===== config.mk =====
export PLATFORM = sky130hd
export DESIGN_NAME = pc_gen
export DESIGN_NICKNAME = d
export VERILOG_FILES = /design/src/rtl/pc_gen_pkg.sv /design/src/rtl/pc_redirect_buf.sv /design/src/rtl/pc_gen.sv
export SDC_FILE = /design/constraint.sdc
export NUM_CORES = 1
export LEC_CHECK = 0
export CORE_MARGIN = 4
export CORE_UTILIZATION = 40
export CTS_BUF_LIST = sky130_fd_sc_hd__clkbuf_2
export DETAILED_ROUTE_END_ITERATION = 8
export PLACE_DENSITY = 0.66
export REMOVE_ABC_BUFFERS = 1
export SETUP_SLACK_MARGIN = 0.1
export SLEW_MARGIN = 10
export SYNTH_ARGS = -nofsm -noshare
export SYNTH_HDL_FRONTEND = slang
export SYNTH_SLANG_ARGS = --single-unit

===== constraint.sdc =====
create_clock -name clk -period 2.1 [get_ports clk]
set_clock_uncertainty 0.15 [all_clocks]
set_input_delay 0.42 -clock clk [delete_from_list [all_inputs] [get_ports clk]]
set_output_delay 0.42 -clock clk [all_outputs]
set_load 0.01 [all_outputs]

===== src/rtl/pc_gen_pkg.sv =====
// Shared constants for the fetch-address generator: chip-enable levels,
// reset polarity and the FSM state encodings.
package pc_gen_pkg;

    localparam logic CHIP_ENABLE  = 1'b1;
    localparam logic CHIP_DISABLE = 1'b0;
    localparam logic RST_ENABLE   = 1'b0;

    localparam logic [0:0] S_IDLE = 1'b0;
    localparam logic [0:0] S_RUN  = 1'b1;

endpackage


===== src/rtl/pc_redirect_buf.sv =====
// One-entry buffer holding a taken branch that arrived while fetch was held.
// Capture wins over clear; reset is synchronous and active-low.
module pc_redirect_buf
    import pc_gen_pkg::*;
#(
    parameter int ADDR_W = 32
) (
    input  logic              clk,
    input  logic              rst,
    input  logic              capture,
    input  logic              clear,
    input  logic [ADDR_W-1:0] target,
    output logic              pend_vld,
    output logic [ADDR_W-1:0] pend_tgt
);

    always_ff @(posedge clk) begin
        if (rst == RST_ENABLE) begin
            pend_vld <= 1'b0;
            pend_tgt <= '0;
        end else if (capture) begin
            // A newer branch simply overwrites an older pending one.
            pend_vld <= 1'b1;
            pend_tgt <= target;
        end else if (clear) begin
            pend_vld <= 1'b0;
        end
    end

endmodule


===== src/rtl/pc_gen.sv =====
// Fetch-address generator: reset/idle/run FSM plus the flush > hold > branch >
// pending > increment next-pc priority mux feeding the instruction memory.
module pc_gen
    import pc_gen_pkg::*;
#(
    parameter int                ADDR_W    = 32,
    parameter logic [ADDR_W-1:0] RESET_VEC = '0,
    parameter int                INC       = 4,
    parameter int                ALIGN_LSB = 2
) (
    input  logic              clk,
    input  logic              rst,
    input  logic              stall,
    input  logic              inst_rdy,
    input  logic              flush,
    input  logic [ADDR_W-1:0] new_pc,
    input  logic              branch_flag,
    input  logic [ADDR_W-1:0] branch_target,
    output logic [ADDR_W-1:0] pc,
    output logic              ce,
    output logic              pc_misalign
);

    logic [0:0]        state;
    logic              running;
    logic              hold;
    logic              pend_vld;
    logic [ADDR_W-1:0] pend_tgt;
    logic              buf_capture;
    logic              buf_clear;
    logic [ADDR_W-1:0] pc_nxt;

    assign running = (state == S_RUN);
    assign hold    = stall | ~inst_rdy;

    // Flush discards anything pending; any un-held run edge consumes or drops it.
    assign buf_capture = running & ~flush & hold & branch_flag;
    assign buf_clear   = running & (flush | ~hold);

    pc_redirect_buf #(
        .ADDR_W (ADDR_W)
    ) u_redirect_buf (
        .clk      (clk),
        .rst      (rst),
        .capture  (buf_capture),
        .clear    (buf_clear),
        .target   (branch_target),
        .pend_vld (pend_vld),
        .pend_tgt (pend_tgt)
    );

    always_comb begin
        pc_nxt = pc + ADDR_W'(INC);
        if (flush) begin
            pc_nxt = new_pc;
        end else if (hold) begin
            pc_nxt = pc;
        end else if (branch_flag) begin
            pc_nxt = branch_target;
        end else if (pend_vld) begin
            pc_nxt = pend_tgt;
        end
    end

    always_ff @(posedge clk) begin
        if (rst == RST_ENABLE) begin
            ce    <= CHIP_DISABLE;
            pc    <= RESET_VEC;
            state <= S_IDLE;
        end else begin
            case (state)
                S_IDLE: begin
                    ce    <= CHIP_ENABLE;
                    pc    <= RESET_VEC;
                    state <= S_RUN;
                end
                default: begin
                    ce <= CHIP_ENABLE;
                    pc <= pc_nxt;
                end
            endcase
        end
    end

    generate
        if (ALIGN_LSB > 0) begin : g_align
            assign pc_misalign = ce & (|pc[ALIGN_LSB-1:0]);
        end else begin : g_no_align
            assign pc_misalign = 1'b0;
        end
    endgenerate

endmodule


Word level (Yosys, flattened, before mapping)
Cells that the tools add are included.
{ "classes": {"add_sub_neg": 1, "eq_ne": 1, "mux": 7, "n_bitwise": 10, "reduce_logical": 3} }
{ "op_table": {"columns": ["operator", "n"], "rows": [
  ["$mux 32", 4],
  ["$add 32x3->32 const B", 1],
  ["$and 1x1->1", 5],
  ["$mux 1", 3],
  ["$not 1->1", 3],
  ["$ne 2x2->1 const B", 1],
  ["$or 1x1->1", 2],
  ["$reduce_and 2->1", 1],
  ["$reduce_bool 2->1", 1],
  ["$reduce_or 2->1", 1]
]} }
{ "word_totals": {"regBits": 66, "input_bits": 70, "out_inout_bits": 34} }

Depth between registers and ports, before layout
{ "logic_depth": {"ltp_word": 7, "ltp_mapped": 7, "mapped_depth_nobuf": 6} }

Cells and area by module
Synthesis repeated with hierarchy kept, for this count alone.
{ "hier_totals": {"cells_unflattened": 482, "hier_area_um2": 3946.3} }
{ "modules_own_cells": {"columns": ["module", "instances", "cells_each", "area_per_inst_um2", "seq_area_each_um2"], "rows": [
  ["pc_gen", 1, 376, 2668.8, 660.6],
  ["pc_redirect_buf", 1, 106, 1277.5, 660.6]
]} }

Worst setup path after synthesis
No wires, ideal clock.
{ "synth_timing": {"path_type": "reg-to-reg", "from": "reg pc[2]", "to": "reg pc[14]", "setup_ps": 58, "arrival_ps": 1743, "required_time_ps": 1892, "slack_ps": 148, "stages_incl_launch_ff": 7, "path_buffers": 0, "cell_sequence": "dfxtp_1 -> ha_1 -> and4_1 -> nand3_2 -> or4_1 -> a21oi_1 -> o221a_2"} }
{ "synth_via": {"elab_chain_len": 5} }
{ "synth_rtl": {"columns": ["item", "line_no", "text"], "rows": [
  ["start: declaration", "pc_gen.sv:19", "output logic [ADDR_W-1:0] pc,"],
  ["start signal: assignment", "pc_gen.sv:79", "pc <= pc_nxt;"],
  ["$add 32x3->32", "pc_gen.sv:53", "pc_nxt = pc + ADDR_W'(INC);"],
  ["$mux 32", "pc_gen.sv:60", "end else if (pend_vld) begin"],
  ["$mux 32", "pc_gen.sv:58", "end else if (branch_flag) begin"],
  ["$mux 32", "pc_gen.sv:56", "end else if (hold) begin"],
  ["$mux 32", "pc_gen.sv:54", "if (flush) begin"]
]} }
Every way passes these cells. The select of a mux whose other input is x is not followed.
A chain may end at the register's enable or synchronous reset.

Worst setup path in the final report
{ "layout_timing": {"from": "reg pc[10]", "to": "reg pc[20]"} }
Same word-level chain as after synthesis.

==> results.md <==
* Layout cell share with drive strength beyond 1 at 20.7%
* Detail Route Antenna Nets at 0
* Syn Std Cell Area at 4020 um^2
* Nets at 773
* # clock sinks at 66
* Die W at 108 um
* First-pass GRT wire length at 24000 um
* Placed Instances at 816
* RSZ-0062 raised after global routing: no
* Total of max-cap violations at 0
* Via count at 4790
* Dominant cell type by area after synthesis: dfxtp_1
* Most common cell after layout, fill and taps aside: nand2_1
* Clk slew on worst S/H paths at 0.21 ns
* Clock tree buffer depth at 2
* Critical Path AT at 2.21 ns
* Worst Hold Class: input port to register
* FF/Latch Area at 1380 um^2
* Synth-to-layout area growth at 45.5%
* Synth cell types at 66
* Core Box Area at 9770 um^2
* Crit-path leading delay family: simple AND/OR/NAND/NOR gates
* Number of synthesized flops with an enable pin at 0
* Final Critical Period at 1.92 ns
* Power Density at 447 nW/um^2
* CP Cell Sequence: buf_4 > and4_4 > nand4_4 > or3_1 > a31oi_1 > o221a_1
* Drt drc at 0
* Critical path peak fanout at 8
* Syn. warnings at 0
* Drt pass-1 iters at 5
* Multi-input combinational cell area at 2500 um^2
* Max-slew violation count at 0
* CP bufs+invs at 1
* Final setup fails at 0
* Cts bufs inserted at 9
* Final instance area at 5840 um^2
* GRT Util Overall at 26.1%
* Yosys top cell area share at 32.9%
* CP Capture Type: register
* Vias in the first global route at 4809
* Site row count at 36
* Achievable Freq at 0.520 GHz
* Hpwl dp at 11300 um
* H-tree depth at 3
* Max-slew headroom at 72.9%
* Top post-synthesis cells by area: dfxtp_1, nand2_1, a21boi_0, a21oi_1, o21ai_0
* Final Cycle Share at 91.5%
* Port buffer count at 103
* LEAKAGE at 2.28 nW
* Largest stage delay on the critical path at 0.42 ns
* CP required at 2.39 ns
* Largest net degree at the start of global routing at 26
* Root Driver: clkbuf_2
* CTS tree: built
* Congestion Overflow GR at 0
* Initial Util at 41.1%
* Ys async rst share at 0%
* GPL Wtd Cong at 0.910
* Sequential share of the synthesized area at 32.9%
* ANT cells at 0
* Fillcell total at 962
* I/O pins at 104
* Via density per instance at 5.71
* Die Y at 108 um
* Per-cell routed wire length at 18.3 um
* Synth Area per Inst at 7.39 um^2
* Detailed Route Iter0 Violations at 312
* Startpoint types: register
* Syn Inst Count at 544
* Crit Path Class: register to register
* Placement-stage cell area at 5670 um^2
* Peak VDD IR at 0.244 mV
* Clk Latency, worst-skew pair at 0.53 ns
* Wirelength, routed at 15300 um
* Initial antenna violation count at 0
* Least-Margin Pin Slew at 0.406 ns
* Ys flop type: dfxtp_1
* Die area at 11700 um^2
* Setup_tns at 0 ns
* Most frequent cells in the layout: nand2_1, buf_4, clkdlybuf4s50_1, a21oi_1, dfxtp_1
* Max stage delay cell, worst path: or3_1
* Yosys reg bits at 66
* Status: complete, no violations
* Final hold viol count at 0
* Post-Layout Cell Count at 839
==> kinds of logic after synthesis <==
| group | Yosys count | synth area share, % |
|---|---|---|
| buf+inv | 53 | 5.33 |
| fa+ha+maj | 1 | 0.311 |
| simple gates | 225 | 27.7 |
| flops | 66 | 32.9 |
| compound gates | 181 | 29.6 |
| mux | 9 | 2.27 |
| xor+xnor | 9 | 1.96 |
==> registers in the layout, indices dropped and copies added, names as in the netlist <==
signal / count
u_redirect_buf.pend_tgt: 32
pc: 32
running: 1
u_redirect_buf.pend_vld: 1
==> tightest hold or removal path: stages <==
cell             delay (ns)
clkdlybuf4s50_1        0.42
nand2_1                0.06
a21boi_0               0.06
==> area by class of cell <==
cell class | count | share of cell area (%)
Multi-Input combinational cell | 425 | 42.9
Inverter | 13 | 0.835
Timing Repair Buffer | 187 | 28.5
Clock buffer | 10 | 0.856
Clock inverter | 5 | 0.385
Tap cell | 133 | 2.85
Sequential cell | 66 | 23.7
==> synthesized netlist by cell type (all sizes together), types with 2 or more instances <==
library cell / instances
and4: 6
o211ai: 10
a31oi: 5
nand2: 116
nor3: 9
o221ai: 4
mux2i: 8
clkbuf: 23
o2bb2ai: 2
nand3: 25
or3: 2
nor3b: 3
nor4: 6
buf: 17
nor2b: 6
inv: 12
o22ai: 8
a211oi: 5
nor2: 20
a221oi: 4
a311oi: 3
a22oi: 2
o21ai: 36
xnor2: 7
a41oi: 4
a21oi: 44
dfxtp: 66
nand2b: 2
o31a: 2
nand4: 10
o221a: 2
and3: 8
nand3b: 2
o21a: 3
a21o: 4
and2: 4
and3b: 2
xor2: 2
a21boi: 33
==> final timing paths <==
check	start	to	slack (ns)	cells after the start
max	pc[10]	pc[20]	0.18	6
min	branch_target[11]	u_redirect_buf.pend_tgt[11]	0.30	3
max reg2reg	pc[10]	pc[20]	0.18	6
min reg2reg	u_redirect_buf.pend_tgt[9]	u_redirect_buf.pend_tgt[9]	0.33	2
==> per-stage QoR <==
stage / util [%] / setup slack (ns) / total power [mW] / hold slack [ns]
after global placement: 58.0 / -0.189 / 2.03 / 0.300
after global routing: 59.8 / 0.0983 / 2.75 / 0.292
final: 59.8 / 0.178 / 2.61 / 0.302
after floorplan: - / -0.746 / 1.59 / 0.289
after detailed placement: 58.0 / -0.275 / 2.04 / 0.307
after CTS: 59.5 / 0.108 / 2.62 / 0.279
==> power by group <==
group          total (mW)  switching [mW]  internal [mW]
logic               0.677           0.333          0.344
registers            1.33          0.0362           1.30
clock network       0.606           0.464          0.141
==> per-layer routing <==
metal,part of all wire (%),vias up,GRT usage [%]
met5,0,-,0
met4,3.0,0,11.5
met3,6.8,39,3.58
met2,46,210,42.3
met1,44,2249,34.6
li1,-,2292,-
==> timing repair <==
| item | in CTS | in global routing |
|---|---|---|
| setup endpoints to repair | 36 | 5 |
| hold buffers | 0 | 0 |
| setup buffers | 7 | 1 |
| gates resized for setup | 73 | 6 |
| pin swaps | 0 | 4 |
Note: power is estimated with default switching activity, not from simulation.
